==> src/rtl/card_dealer.sv <==
// card_dealer: deals unique cards from a 52-card deck; an LFSR picks the start slot
// and linear probing skips cards already dealt.
module card_dealer #(
    parameter int SEED_W    = 12,
    parameter int DECK_SIZE = 52
) (
    input  logic              clk_50M,
    input  logic              i_RstCounter,
    input  logic [SEED_W-1:0] i_Seed,
    input  logic              i_LoadSeed,
    input  logic              i_Shuffle,
    input  logic              i_DrawReq,
    output logic [3:0]        o_Card,
    output logic [1:0]        o_Suit,
    output logic              o_CardValid,
    output logic              o_Busy,
    output logic [5:0]        o_CardsLeft,
    output logic              o_DeckEmpty
);
    localparam logic [5:0] FULL = 6'(DECK_SIZE);
    localparam logic [5:0] LAST = 6'(DECK_SIZE - 1);

    typedef enum logic [1:0] {IDLE, DRAW, PROBE} state_t;
    state_t state, state_nxt;

    logic [15:0] lfsr, lfsr_nxt;
    logic [51:0] used;
    logic [5:0]  idx, v, cards_nxt;
    logic [3:0]  rem;
    logic [1:0]  suit_nxt;
    logic        do_shuffle, do_load, do_draw, hit, place;

    always_ff @(posedge clk_50M or posedge i_RstCounter)
        if (i_RstCounter) state <= IDLE;
        else state <= state_nxt;

    always_comb begin
        state_nxt = state;
        case (state)
            IDLE:    state_nxt = do_draw ? DRAW : IDLE;
            DRAW:    state_nxt = PROBE;
            PROBE:   state_nxt = place ? IDLE : PROBE;
            default: state_nxt = IDLE;
        endcase
    end

    // Commands only act in IDLE; shuffle and seed load both outrank a draw.
    always_comb begin
        do_shuffle = state == IDLE && i_Shuffle;
        do_load    = state == IDLE && i_LoadSeed;
        do_draw    = state == IDLE && !i_Shuffle && !i_LoadSeed && i_DrawReq && o_CardsLeft != 6'd0;
        hit        = state == PROBE && used[idx];
        place      = state == PROBE && !used[idx];
        lfsr_nxt   = {1'b0, lfsr[15:1]} ^ (lfsr[0] ? 16'hB400 : 16'h0000);
        v          = lfsr_nxt[5:0];
        cards_nxt  = do_shuffle ? FULL : place ? o_CardsLeft - 6'd1 : o_CardsLeft;
        suit_nxt   = idx >= 6'd39 ? 2'd3 : idx >= 6'd26 ? 2'd2 : idx >= 6'd13 ? 2'd1 : 2'd0;
        rem        = idx >= 6'd39 ? 4'(idx - 6'd39) : idx >= 6'd26 ? 4'(idx - 6'd26) :
                     idx >= 6'd13 ? 4'(idx - 6'd13) : 4'(idx);
    end

    always_ff @(posedge clk_50M or posedge i_RstCounter)
        if (i_RstCounter) begin
            lfsr        <= 16'hA000;
            used        <= '0;
            idx         <= '0;
            o_Card      <= '0;
            o_Suit      <= '0;
            o_CardValid <= 1'b0;
            o_Busy      <= 1'b0;
            o_CardsLeft <= FULL;
            o_DeckEmpty <= 1'b0;
        end else begin
            o_Busy      <= state_nxt != IDLE;
            o_CardValid <= place;
            o_CardsLeft <= cards_nxt;
            o_DeckEmpty <= cards_nxt == 6'd0;
            if (do_load) lfsr <= 16'hA000 | 16'(i_Seed);
            else if (state == DRAW) lfsr <= lfsr_nxt;
            if (state == DRAW) idx <= v >= FULL ? v - FULL : v;
            else if (hit) idx <= idx == LAST ? 6'd0 : idx + 6'd1;
            if (do_shuffle) used <= '0;
            else if (place) used[idx] <= 1'b1;
            if (place) begin
                o_Suit <= suit_nxt;
                o_Card <= rem + 4'd1;
            end
        end
endmodule

==> config.mk <==
export PLATFORM = sky130hd
export DESIGN_NAME = card_dealer
export DESIGN_NICKNAME = d
export VERILOG_FILES = /design/src/rtl/card_dealer.sv
export SDC_FILE = /design/constraint.sdc
export NUM_CORES = 1
export LEC_CHECK = 0
export CAP_MARGIN = 40
export CORE_ASPECT_RATIO = 0.9
export CORE_MARGIN = 5
export CORE_UTILIZATION = 45
export DETAILED_ROUTE_END_ITERATION = 8
export PLACE_DENSITY_LB_ADDON = 0.25
export SYNTH_ARGS = -nofsm -noshare
export SYNTH_HDL_FRONTEND = slang
export SYNTH_SLANG_ARGS = --single-unit
==> constraint.sdc <==
create_clock -name clk_50M -period 7.14 [get_ports clk_50M]
set_input_delay 1.428 -clock clk_50M [delete_from_list [all_inputs] [get_ports clk_50M]]
set_output_delay 1.428 -clock clk_50M [all_outputs]
set_load 0.05 [all_outputs]
* Word level (Yosys, flattened, before mapping)
Index checks and enable logic that the tools add are counted.
** Storage, ports and cells
- Bits in registers :: 91
- Latch bits :: 0
- RAM bits :: 0
- Memory bits (read-only) :: 0
- Output and inout bits :: 15
- Logic and storage cells :: 71
- Memories :: 0
** Operators by class
- $add $sub $neg :: 7
- Multiply operators :: 0
- Div/mod/pow operators :: 0
- $lt $le $gt $ge :: 6
- Eq/ne operators :: 3
- Shifts and indexed selects :: 0
- Multiplexer cells :: 24
- Bitwise logic cells :: 2
- Reduce and logical (&&, ||, !) cells :: 19
** Operators with widths (number)
- two-way mux 52 bit :: 2
- bitwise OR 52 bit :: 1
- two-way mux 16 bit :: 3
- two-way mux 6 bit :: 6
- XOR 15 x 16 -> 16 bit :: 1
- >= comparator 6 bit, second input constant :: 2
- two-way mux 4 bit :: 3
- logical AND 1 bit :: 9
- nonzero test 2 bit :: 4
- subtractor 4 bit, second input constant :: 2
- < comparator 6 x 7 -> 1 bit, second input constant :: 1
- adder 6 x 1 -> 6 bit, second input constant :: 1
- binary-select mux 1 bit (select 6 bit) :: 1
- demux 1 bit (select 6 bit) :: 1
- equality test 6 bit, second input constant :: 1
- >= comparator 6 x 1 -> 1 bit, second input constant :: 1
- >= comparator 6 x 4 -> 1 bit, second input constant :: 1
- >= comparator 6 x 5 -> 1 bit, second input constant :: 1
- logical NOT 6 bit :: 1
- two-way mux 2 bit :: 3
- one-hot mux 2 bit (3 select lines) :: 1
- nonzero test 6 bit :: 1
- subtractor 6 x 1 -> 6 bit, second input constant :: 1
- subtractor 6 bit, second input constant :: 1
- other kinds (7) :: 12

* Logic depth before layout (Yosys ltp)
Gate-level depths: netlist of the first run.
- Depth in word-level cells :: 8
- Gate-level depth with buffers :: 13

* Worst setup path after synthesis of the first run
No wires, ideal clock.
- Path kind :: reg-to-reg
- Start point :: reg idx[1]
- End point :: reg o_Card[1]
- Setup time :: 125 ps
- Arrival :: 2618 ps
- Setup slack :: 4397 ps
- Stages on the path, launching flop included :: 13
- Path buffers :: 3
- Path through :: dfrtp_1 buf_4 buf_6 buf_2 inv_1 ha_1 nor2b_1 o21ai_0 a21boi_0 xnor2_1 inv_1 ha_1 mux2_2
** On the way
- Word-level cells in the longest chain between the ends :: 5
- Elaborated cells on any way between the ends :: 14
** RTL lines
- start: declaration :: RTL line 28 : logic [5:0] idx, v, cards_nxt;
- start signal: assignment :: RTL line 80 : if (state == DRAW) idx <= v >= FULL ? v - FULL : v;
- start signal: assignment :: RTL line 81 : else if (hit) idx <= idx == LAST ? 6'd0 : idx + 6'd1;
- >= comparator 6 x 4 -> 1 bit or subtractor 4 bit (tied branches) :: RTL line 59 : idx >= 6'd13 ? 4'(idx - 6'd13) : 4'(idx);
- two-way mux 4 bit :: RTL line 59
- two-way mux 4 bit (2 in series) :: RTL line 58 : rem = idx >= 6'd39 ? 4'(idx - 6'd39) : idx >= 6'd26 ? 4'(idx - 6'd26) :
- adder 4 x 1 -> 4 bit :: RTL line 86 : o_Card <= rem + 4'd1;
- end signal: assignment :: RTL line 86
- end: declaration :: RTL line 13 : output logic [3:0] o_Card,
Parallel ways exist; a longest one is shown, timed or not. The select of a mux whose other input is x is not followed.
A chain may end at the register's enable or synchronous reset.

* Final worst setup path of the first run
- Start point :: reg idx[3]
- End point :: reg used[51]
** On the way
- Word-level cells in the longest chain between the ends :: 7
- Elaborated cells on any way between the ends :: 13
** RTL lines
- < comparator 6 x 7 -> 1 bit (implied by the code) or >= comparator 6 x 1 -> 1 bit (tied branches) :: RTL line 83 : else if (place) used[idx] <= 1'b1;
- logical AND 1 bit (implied by the code) :: RTL line 83
- two-way mux 1 bit (implied by the code) :: RTL line 83
- demux 1 bit (select 6 bit) :: RTL line 83
- bitwise OR 52 bit (no source line)
- two-way mux 52 bit :: RTL line 83
- two-way mux 52 bit :: RTL line 82 : if (do_shuffle) used <= '0;
- end signal: assignment :: RTL line 65 : used <= '0;
- end signal: assignment :: RTL line 82
- end signal: indexed assignment :: RTL line 83
- end: declaration :: RTL line 27 : logic [51:0] used;
Parallel ways exist; a longest one is shown, timed or not. The select of a mux whose other input is x is not followed.

==> metrics.sh, run 1 <==
RUN_STATUS='finished clean'
TRACK_USAGE=0.1787
YOSYS_REGISTER_BITS=91
SYNTH.NET_COUNT=563
VIASPERCELL=5.698
TOTAL_LEAKAGE_POWER_nW=2.388
DIE_WIDTH_UM=119.6
ROUTE.DETAILED.WL_PER_INST_UM=16.26
GLOBAL_ROUTE.OVERFLOW_TOTAL=0
SYNTHTOPCELLSBYCOUNT='97 x nor2_1, 86 x dfrtp_1, 51 x nand2_1, 34 x a21oi_1, 30 x a31oi_1'
GRT_ANTENNA_BEFORE_REPAIR=0
CTS.CLK_SLEW.WORST_PATHS_PS=70
ACHIEVABLE-FREQUENCY_MHz=251.3
HOLDCRITSTARTPOINT='lfsr[7]'
PORT-BUFFER-COUNT=31
FLOORPLAN.CORE_AREA_MM2=0.01072
FINALWORSTPATHREQUIREDPERIOD_PS=3979
WORSTHOLDPATHTYPE='reg -> reg'
SETUP_REPAIR_AFTER_GLOBAL_ROUTING_MISSED_ITS_MARGIN='false'
GR-USAGE-MET2=0.2863
CLK_ROOT_BUFFER_CELL='clkbuf_16'
PLACEMENT_ROWS=36
DETAILROUTE.VIA_COUNT=3852
YOSYS-TOP-CELLS-AREA='dfrtp_1 44%, nor2_1 7.5%, nand2_1 3.9%'
GR-MAX-USAGE-LAYER='met2'
SYNTHDISTINCTLIBCELLS=51
CP-END-KIND='flop'
YOSYSWARNINGS=0
ROUTE.FINAL.WIRE_LENGTH_UM=10990
CTS_MADE_BUFFERS=9
POWER.IR.VDD_WORST_uV=175.0
PRE_CTS_WS_PS=3199
FINALCLOCKSKEW_PS=8.814
POSTSYNTH.TOPFLOPCELL='dfrtp_1'
CRITICAL_PATH_ARRIVAL_PS=4250
FIRST_ELEMENT_OF_THE_CRITICAL_PATH='idx[3]'
CRIT_FANOUT=59
TIMING.FINAL.MAX_SLEW_VIOLATIONS=0
FIN_CRIT_SH=0.5573
NUMBER_OF_FLOPS_MAPPED_TO_ENABLE_CELLS_BY_YOSYS=0
INITIALDRTVIOLATIONCOUNT=428
GRT_MAX_DEGREE=60
DIE_H_UM=108.6
YOSYS.CELL_COUNT.TOP_TYPE='nor2_1'
DRIVE_GT1_FRAC=0.07919
SYNTH_TOP_AREA_SHARE=0.4425
CRITPATHLAUNCHTYPE='flop'
VIAS_IN_THE_FIRST_GLOBAL_ROUTE=3751
POST-CTS-SETUP-BUFFER-COUNT=0
DP_HPWL_UM=7139
ANT_NETS=0
SETUP.WORST_PATH.CLASS='reg -> reg'
CTS_HOLD_REPAIR.BUFFERS=0
POWER_DENSITY_mW_PER_MM2=363.1
ASYNC_FLOP_SHARE=1.000
CLOCK_LATENCY_PS=340
GLOBALPLACE.CONGESTION=0.8022
SYNTH.AVG_CELL_AREA_UM2=9.142
R2R_START='idx[3]'
WORST-SLEW-PIN-TRANSITION_PS=796.9
FINALCOREUTILIZATION=0.5155
FLOORPLAN.INITIALDENSITY=0.4537
YOSYSSEQAREASHARE=0.4695
CLOCK_TREE.HTREE_LEVEL_COUNT=3
MAPPEDNETLISTAREA_MM2=0.004863
ANTENNA_CELLS=0
FLOORPLAN_DIE_AREA_MM2=0.01299
YOSYS.AREA.TOP_TYPE='dfrtp_1'
WORST-ENDPOINT-REQUIRED_PS=7410
FINAL_HOLD_VIOL_COUNT=0
MET3_USAGE=0.04098
GLOBAL_ROUTE.USAGE.MET1=0.2480
NETLIST_INSTANCES=532
SYN_TO_FINAL_GROWTH_PCT=13.64
SETUP_VIOL=0
DRT_DRC_VIOLATIONS_LEFT=0
CAP_VIOL_MAX_COUNT=0
SETUP-TNS-FINAL_PS=0
DR.PASS1.ITERS=5
SLEW-LIMIT-HEADROOM=0.4687
IOS=32
POST_CTS_RESIZED=0
POST-ROUTE-WORST-SETUP-SLACK_PS=3161
FIN_NETS=569
CLOCK_SINKS=91
CTS_TREE='done'
GRT_FIRST_PASS_WIRELENGTH_UM=18800
CLOCKBUFFERDEPTH=2
power by group:
part           internal [mW]  switching, mW  leakage [nW]
combinational          0.287          0.515          1.03
sequential             0.587          0.103          1.20
clock                  0.309          0.205         0.156
worst paths after layout:
check                           end  slack, ps  cells past startpoint
min in group asynchronous  used[43]       1540                      2
max                        used[51]       3160                      9
max reg2reg                used[51]       3160                      9
max in group asynchronous    idx[3]       4500                      3
min                         lfsr[7]        490                      2
min reg2reg                 lfsr[7]        490                      2
registers in the layout, summed over array words and instances (netlist names):
signal / count
state: 2
idx: 6
lfsr: 16
o_DeckEmpty: 1
used: 52
o_Busy: 1
o_Suit: 2
o_Card: 4
o_CardValid: 1
o_CardsLeft: 6
metrics by stage:
step / total power, mW / instance area [um2] / cells / hold WS (ps)
final: 2.007 / 5527 / 676 / 489.3
after global routing: 2.141 / 5527 / 676 / 515.5
after CTS: 2.018 / 5527 / 676 / 489.3
after detailed placement: 1.492 / 5199 / 660 / 468.8
after global placement: 1.482 / 5191 / 659 / 461.9
after floorplan: 1.300 / 4863 / 532 / 446.3
metal layers:
metal,vias to the layer above,share of wire
met5,-,0
met4,0,0.010
met3,11,0.050
met2,96,0.47
met1,1873,0.47
li1,1872,-
kinds of logic after synthesis:
group,Yosys count,share of synthesized area
xor+xnor,10,0.01801
flops,91,0.4695
buf+inv,55,0.04888
fa+ha+maj,14,0.03602
simple gates,221,0.2002
mux,26,0.07461
compound gates,115,0.1528
critical path, stage by stage, from the launching register on:
cell       delay, ps
dfrtp_2          820
buf_4            420
mux4_2           360
mux4_2           470
nor2_1           130
a2111oi_2        100
nor3b_4          450
buf_4            590
nor2b_1          320
a32o_1           210
cells in the final DEF, fill, tap and decap left out, types with 12 or more instances in the layout:
cell type         n
a21oi_1          34
a22oi_1          12
a31oi_1          30
clkdlybuf4s50_1  31
dfrtp_1          85
ha_1             14
mux2i_1          16
nand2_1          51
nand3_1          13
nor2_1           97
nor3_1           29
area by class of cell:
cell class / instances / area (um2)
Timing Repair Buffer: 37 / 355.3
Sequential cell: 91 / 2285
Clock buffer: 9 / 225.2
Inverter: 13 / 50.05
Multi-Input combinational cell: 386 / 2342
Tap cell: 133 / 166.4
Fill cell: 1001 / 5194
Clock inverter: 7 / 102.6
Note: power is estimated with default switching activity, not from simulation.
==> run 2: changes to the inputs <==
- clock period: 7.14 -> 3.82 ns (I/O delays scaled with it)
==> metrics.sh, run 2 (same netlist as run 1, synthesis figures left out) <==
TOTAL_LEAKAGE_POWER_nW=2.453  # was 2.388 nW
FIN_CRIT_SH=0.8377  # was 0.5573
MULTIINPUTGATEAREA_MM2=0.002342  # unchanged
VIAS_IN_THE_FIRST_GLOBAL_ROUTE=4081  # was 3751
PORT-BUFFER-COUNT=31  # unchanged
SETUP-TNS-FINAL_PS=0  # unchanged
POST_CTS_RESIZED=0  # unchanged
CLK_ROOT_BUFFER_CELL='clkbuf_16'  # unchanged
FINALCLOCKSKEW_PS=9.666  # was 8.814 ps
R2R.WORST_PATH.CELLS=8  # was 9
DIE_WIDTH_UM=119.6  # unchanged
DRIVE_GT1_FRAC=0.09091  # was 0.07919
FINAL_HOLD_VIOL_COUNT=0  # unchanged
CLOCK_SINKS=91  # unchanged
WORST_HOLD_SLACK_PS=477.6  # was 489.3 ps
WORSTHOLDPATHTYPE='reg -> reg'  # unchanged
SETUP.WORST_PATH.CLASS='reg -> reg'  # unchanged
LARGEST_REGISTER_FFS=52  # unchanged
GRT_ANTENNA_BEFORE_REPAIR=0  # unchanged
DIE_H_UM=108.6  # unchanged
GRT_FIRST_PASS_WIRELENGTH_UM=20180  # was 18800 um
GRT_MAX_DEGREE=52  # was 60
NFILLCELLS=993  # was 1001
SETUP_VIOL=0  # unchanged
SETUP_REPAIR_AFTER_GLOBAL_ROUTING_MISSED_ITS_MARGIN='false'  # unchanged
CTS.CLK_SLEW.WORST_PATHS_PS=70  # about the same
MOSTFREQUENTLAYOUTCELL='nor2_1'  # unchanged
IOS=32  # unchanged
FLOORPLAN.INITIALDENSITY=0.4537  # unchanged
INITIALDRTVIOLATIONCOUNT=221  # was 428
CTS_TREE='done'  # unchanged
CRITICAL_PATH_ARRIVAL_PS=3430  # was 4250 ps
ANTENNA_CELLS=0  # unchanged
ROUTE.DETAILED.WL_PER_INST_UM=16.74  # was 16.26 um
FINALWORSTPATHREQUIREDPERIOD_PS=3200  # was 3979 ps
REGISTER_NAME_WITH_THE_MOST_FLOPS='used'  # unchanged
WORST-ENDPOINT-REQUIRED_PS=4050  # was 7410 ps
FLOORPLAN.CORE_AREA_MM2=0.01072  # unchanged
DETAILROUTE.VIA_COUNT=3956  # was 3852
CLOCK_LATENCY_PS=350  # was 340 ps
REG2REG_SLACK_PS=620  # was 3160 ps
GLOBALPLACE.CONGESTION=0.8294  # was 0.8022
FIN_NETS=576  # was 569
LAYOUT.AREA.SEQ_MM2=0.002285  # unchanged
CLOCKBUFFERDEPTH=2  # unchanged
FINAL_AREA_MM2=0.005640  # was 0.005527 mm2
VIASPERCELL=5.792  # was 5.698
CAP_VIOL_MAX_COUNT=0  # unchanged
ACHIEVABLE-FREQUENCY_MHz=312.5  # was 251.3 MHz
TRACK_USAGE=0.1920  # was 0.1787
CRITPATHLAUNCHTYPE='flop'  # unchanged
ANT_NETS=0  # unchanged
PLACEMENT_ROWS=36  # unchanged
MIN_PATH_CELLS=2  # unchanged
POST-CTS-SETUP-BUFFER-COUNT=0  # unchanged
DPL-INSTANCE-AREA_MM2=0.005276  # was 0.005199 mm2
CP-END-KIND='flop'  # unchanged
CTS_HOLD_REPAIR.BUFFERS=0  # unchanged
CTS_MADE_BUFFERS=9  # unchanged
DR.PASS1.ITERS=4  # was 5
LAYOUT.CELLS.MOST_COMMON_LIST='97 x nor2_1, 85 x dfrtp_1, 51 x nand2_1, 34 x a21oi_1, 31 x clkdlybuf4s50_1'  # unchanged
WORST-SLEW-PIN-TRANSITION_PS=716.0  # was 796.9 ps
SYN_TO_FINAL_GROWTH_PCT=15.98  # was 13.64%
POWER.IR.VDD_WORST_uV=245.2  # was 175.0 uV
RUN_STATUS='finished clean'  # unchanged
DRT_DRC_VIOLATIONS_LEFT=0  # unchanged
FLOORPLAN_DIE_AREA_MM2=0.01299  # unchanged
CRIT_FANOUT=30  # was 59
CLOCK_TREE.HTREE_LEVEL_COUNT=3  # unchanged
TIMING.FINAL.MAX_SLEW_VIOLATIONS=0  # unchanged
POWER_DENSITY_mW_PER_MM2=692.6  # was 363.1 mW/mm2
ROUTE.FINAL.WIRE_LENGTH_UM=11430  # was 10990 um
GLOBAL_ROUTE.OVERFLOW_TOTAL=0  # unchanged
LARGEST_REGISTERS='used: 52 flops, lfsr: 16 flops'  # unchanged
DP_HPWL_UM=7703  # was 7139 um
SLEW-LIMIT-HEADROOM=0.5227  # was 0.4687
-- run 2: cell count changes in the layout (fill, tap and decap cells not counted), moves of 2 or more --
cell and delta:
buf_4 +5, clkinv_4 -4, buf_12 +2, bufinv_16 +2
clkinv_2 +2
-- run 2: report_power, final --
part	internal [mW]	switching, mW	leakage [nW]
clock	0.705	0.379	0.180
sequential	1.10	0.196	1.20
combinational	0.566	0.962	1.08
total	2.37	1.54	2.45
-- run 2: stage by stage --
| stage | utilization | setup slack (ps) | total power [mW] | cells |
|---|---|---|---|---|
| after floorplan | - | 700.7 | 2.430 | 532 |
| after global placement | 0.4896 | 740.6 | 2.788 | 665 |
| after detailed placement | 0.4922 | 663.4 | 2.831 | 667 |
| after CTS | 0.5261 | 628.0 | 3.936 | 683 |
| after global routing | 0.5261 | 312.2 | 4.166 | 683 |
| final | 0.5261 | 619.9 | 3.907 | 683 |
-- run 2: path summary, 6_finish.rpt --
| path | start | endpoint |
|---|---|---|
| worst max-delay path | idx[3] | idx[1] |
| min in group asynchronous | i_RstCounter | used[5] |
| worst min register to register | lfsr[9] | lfsr[9] |
| worst max register to register | idx[3] | idx[1] |
| max in group asynchronous | i_RstCounter | used[24] |
| worst min-delay path | lfsr[9] | lfsr[9] |
-- run 2: layout make-up --
class                           count  share of cell area
Multi-Input combinational cell    386              0.4153
Sequential cell                    91              0.4051
Timing Repair Buffer               44             0.07675
Clock buffer                        9             0.03993
Tap cell                          133             0.02950
Clock inverter                      7             0.02462
Inverter                           13            0.008873
-- run 2: routing by layer --
| layer | track usage | up-vias | part of all wire |
|---|---|---|---|
| li1 | - | 1883 | - |
| met1 | 0.2475 | 1986 | 0.46 |
| met2 | 0.3218 | 81 | 0.49 |
| met3 | 0.05239 | 6 | 0.042 |
| met4 | 0.05397 | 0 | 0.0070 |
| met5 | 0 | - | 0 |
-- run 2: critical path, cell delays in order (launching register included) --
cell and delay (ps):
dfrtp_2 720, buf_4 390, nor2b_1 130, a22oi_1 200, a31oi_1 150, a2111oi_2 480
o21ai_1 330, and2_1 300, a221o_1 360
==> run 3: changes to the inputs <==
- clock period: 3.82 -> 3.1 ns (I/O delays scaled with it)
==> metrics.sh, run 3 (same netlist as run 1, synthesis figures left out) <==
WORSTHOLDPATHTYPE='reg -> reg'  # unchanged
DETAILROUTE.VIA_COUNT=4021  # was 3956
POST-ROUTE-WORST-SETUP-SLACK_PS=231.6  # was 619.9 ps
ANT_NETS=0  # unchanged
CLOCK_TREE.HTREE_LEVEL_COUNT=3  # unchanged
VIASPERCELL=5.836  # was 5.792
NFILLCELLS=1003  # was 993
FIN_NETS=582  # was 576
POST-CTS-SETUP-BUFFER-COUNT=0  # unchanged
TOPROUTINGLAYERUSED='met4'  # unchanged
LARGEST_REGISTER_FFS=52  # unchanged
MOSTFREQUENTLAYOUTCELL='nor2_1'  # unchanged
CRIT_BUF_INV=2  # was 1
REGISTER_NAME_WITH_THE_MOST_FLOPS='used'  # unchanged
ROUTE.DETAILED.WL_PER_INST_UM=16.59  # was 16.74 um
CRITICAL_PATH_ARRIVAL_PS=3110  # was 3430 ps
IOS=32  # unchanged
FIN_CRIT_SH=0.9253  # was 0.8377
WL_MET1_UM=5445  # was 5248 um
POWER.IR.VDD_WORST_uV=338.3  # was 245.2 uV
PRE_CTS_WS_PS=258.1  # was 663.4 ps
SYN_TO_FINAL_GROWTH_PCT=15.98  # unchanged
FINALCLOCKSKEW_PS=10.70  # was 9.666 ps
DETAILROUTE.WIRELENGTH.MET2_UM=5383  # was 5626 um
DRIVE_GT1_FRAC=0.1007  # was 0.09091
RUN_STATUS='finished clean'  # unchanged
PLACED_CELLS_INCL_TAPS=673  # was 667
POWER_DENSITY_mW_PER_MM2=820.0  # was 692.6 mW/mm2
CP-END-KIND='flop'  # unchanged
POST_CTS_RESIZED=0  # unchanged
CAP_VIOL_MAX_COUNT=0  # unchanged
DIE_H_UM=108.6  # unchanged
CRITPATHLAUNCHTYPE='flop'  # unchanged
ACHIEVABLE-FREQUENCY_MHz=348.6  # was 312.5 MHz
CLK_ROOT_BUFFER_CELL='clkbuf_16'  # unchanged
PLACEMENT_ROWS=36  # unchanged
ANTENNA_CELLS=0  # unchanged
DR.PASS1.ITERS=5  # was 4
FLOORPLAN_DIE_AREA_MM2=0.01299  # unchanged
CTS_TREE='done'  # unchanged
DP_HPWL_UM=7626  # was 7703 um
VIAS_IN_THE_FIRST_GLOBAL_ROUTE=3783  # was 4081
SETUP_VIOL=0  # unchanged
FLOORPLAN.INITIALDENSITY=0.4537  # unchanged
TOTAL_LEAKAGE_POWER_nW=2.448  # was 2.453 nW
GRT_MAX_DEGREE=47  # was 52
WORST_HOLD_SLACK_PS=491.5  # was 477.6 ps
CTS_HOLD_REPAIR.BUFFERS=0  # unchanged
INITIALDRTVIOLATIONCOUNT=276  # was 221
FINAL-INSTANCE-COUNT-EXCL-FILL=689  # was 683
LARGEST_REGISTERS='used: 52 flops, lfsr: 16 flops'  # unchanged
CP_SLOWEST_STAGE_DELAY_PS=520  # was 720 ps
LAYOUT.CELLS.MOST_COMMON_LIST='97 x nor2_1, 85 x dfrtp_1, 51 x nand2_1, 34 x a21oi_1, 31 x clkdlybuf4s50_1'  # unchanged
GRT_ANTENNA_BEFORE_REPAIR=0  # unchanged
FINALWORSTPATHREQUIREDPERIOD_PS=2868  # was 3200 ps
GRT_FIRST_PASS_WIRELENGTH_UM=19330  # was 20180 um
TIMING.FINAL.MAX_SLEW_VIOLATIONS=0  # unchanged
FLOORPLAN.CORE_AREA_MM2=0.01072  # unchanged
SETUP_REPAIR_AFTER_GLOBAL_ROUTING_MISSED_ITS_MARGIN='false'  # unchanged
GLOBAL_ROUTE.OVERFLOW_TOTAL=0  # unchanged
GLOBALPLACE.CONGESTION=0.8218  # was 0.8294
TRACK_USAGE=0.1868  # was 0.1920
SLEW-LIMIT-HEADROOM=0.5348  # was 0.5227
REG2REG_SLACK_PS=230  # was 620 ps
SETUP.WORST_PATH.CLASS='reg -> reg'  # unchanged
CRIT_CHAIN='buf_12 > mux4_2 > mux4_2 > nor2_1 > a2111oi_2 > nor3b_4 > buf_12 > mux2_2'  # was buf_4 > nor2b_1 > a22oi_1 > a31oi_1 > a2111oi_2 > o21ai_1 > and2_1 > a221o_1
FINAL_HOLD_VIOL_COUNT=0  # unchanged
CTS.CLK_SLEW.WORST_PATHS_PS=70  # about the same
CLOCKBUFFERDEPTH=2  # unchanged
CLOCK_SINKS=91  # unchanged
DRT_DRC_VIOLATIONS_LEFT=0  # unchanged
WORST-ENDPOINT-REQUIRED_PS=3340  # was 4050 ps
CTS_MADE_BUFFERS=9  # unchanged
PORT-BUFFER-COUNT=31  # unchanged
DIE_WIDTH_UM=119.6  # unchanged
CRITICAL-PATH-TOP-DELAY-FAMILY='multiplexers'  # was compound AO/OA/AOI/OAI gates
ROUTE.FINAL.WIRE_LENGTH_UM=11430  # about the same
CRIT_FANOUT=27  # was 30
WORST-SLEW-PIN-TRANSITION_PS=697.8  # was 716.0 ps
CLOCK_LATENCY_PS=360  # was 350 ps
CPMAXSTAGEDELAYCELL='mux4_2'  # was dfrtp_2
SETUP-TNS-FINAL_PS=0  # unchanged
ROUTE.MET3.WL_UM=491  # was 477 um
## run 3: cell types whose count changed in the layout (fill, tap and decap cells not counted), sizes merged
cell / delta
buf: +6
inv: -1
bufinv: -3
clkinv: +2
clkinvlp: +2
## run 3: worst paths after layout
| path | start | to | depth (start not counted) |
|---|---|---|---|
| worst max-delay path | idx[1] | o_Card[3] | 8 |
| worst min-delay path | used[22] | used[22] | 2 |
| worst max register to register | idx[1] | o_Card[3] | 8 |
| worst min register to register | used[22] | used[22] | 2 |
| max in group asynchronous | i_RstCounter | o_CardsLeft[2] | 3 |
| min in group asynchronous | i_RstCounter | used[5] | 2 |
## run 3: final cells by class
cell class	instances	area (um2)	share of cell area
Inverter	13	50.05	0.008873
Multi-Input combinational cell	386	2342	0.4153
Sequential cell	91	2285	0.4051
Clock inverter	7	68.82	0.01220
Tap cell	133	166.4	0.02950
Timing Repair Buffer	50	503.0	0.08917
Clock buffer	9	225.2	0.03993
## run 3: per-stage QoR
step / instance area (um2) / utilization / total power [mW]
after floorplan: 4863 / - / 2.995
after global placement: 5339 / 0.4980 / 3.497
after detailed placement: 5346 / 0.4987 / 3.541
after CTS: 5640 / 0.5261 / 4.651
after global routing: 5640 / 0.5261 / 4.933
final: 5640 / 0.5261 / 4.625
## run 3: per-layer routing
metal  vias up  track usage
li1       1896            -
met3        11      0.05083
met4         0      0.04824
met2        81       0.2855
met1      2033       0.2655
met5         -            0
## run 3: worst min-delay path: cells and delay by family (launching register included)
kind / cells / cell delay (ps)
DFF: 1 / 340
and+or+nand+nor: 1 / 70
AOI/OAI and AO/OA: 1 / 40
## run 3: power by group
group	switching, mW	internal [mW]	leakage [nW]
Combinational	1.24	0.729	1.11
Sequential	0.213	1.35	1.20
Clock	0.470	0.621	0.141
Total	1.92	2.70	2.45
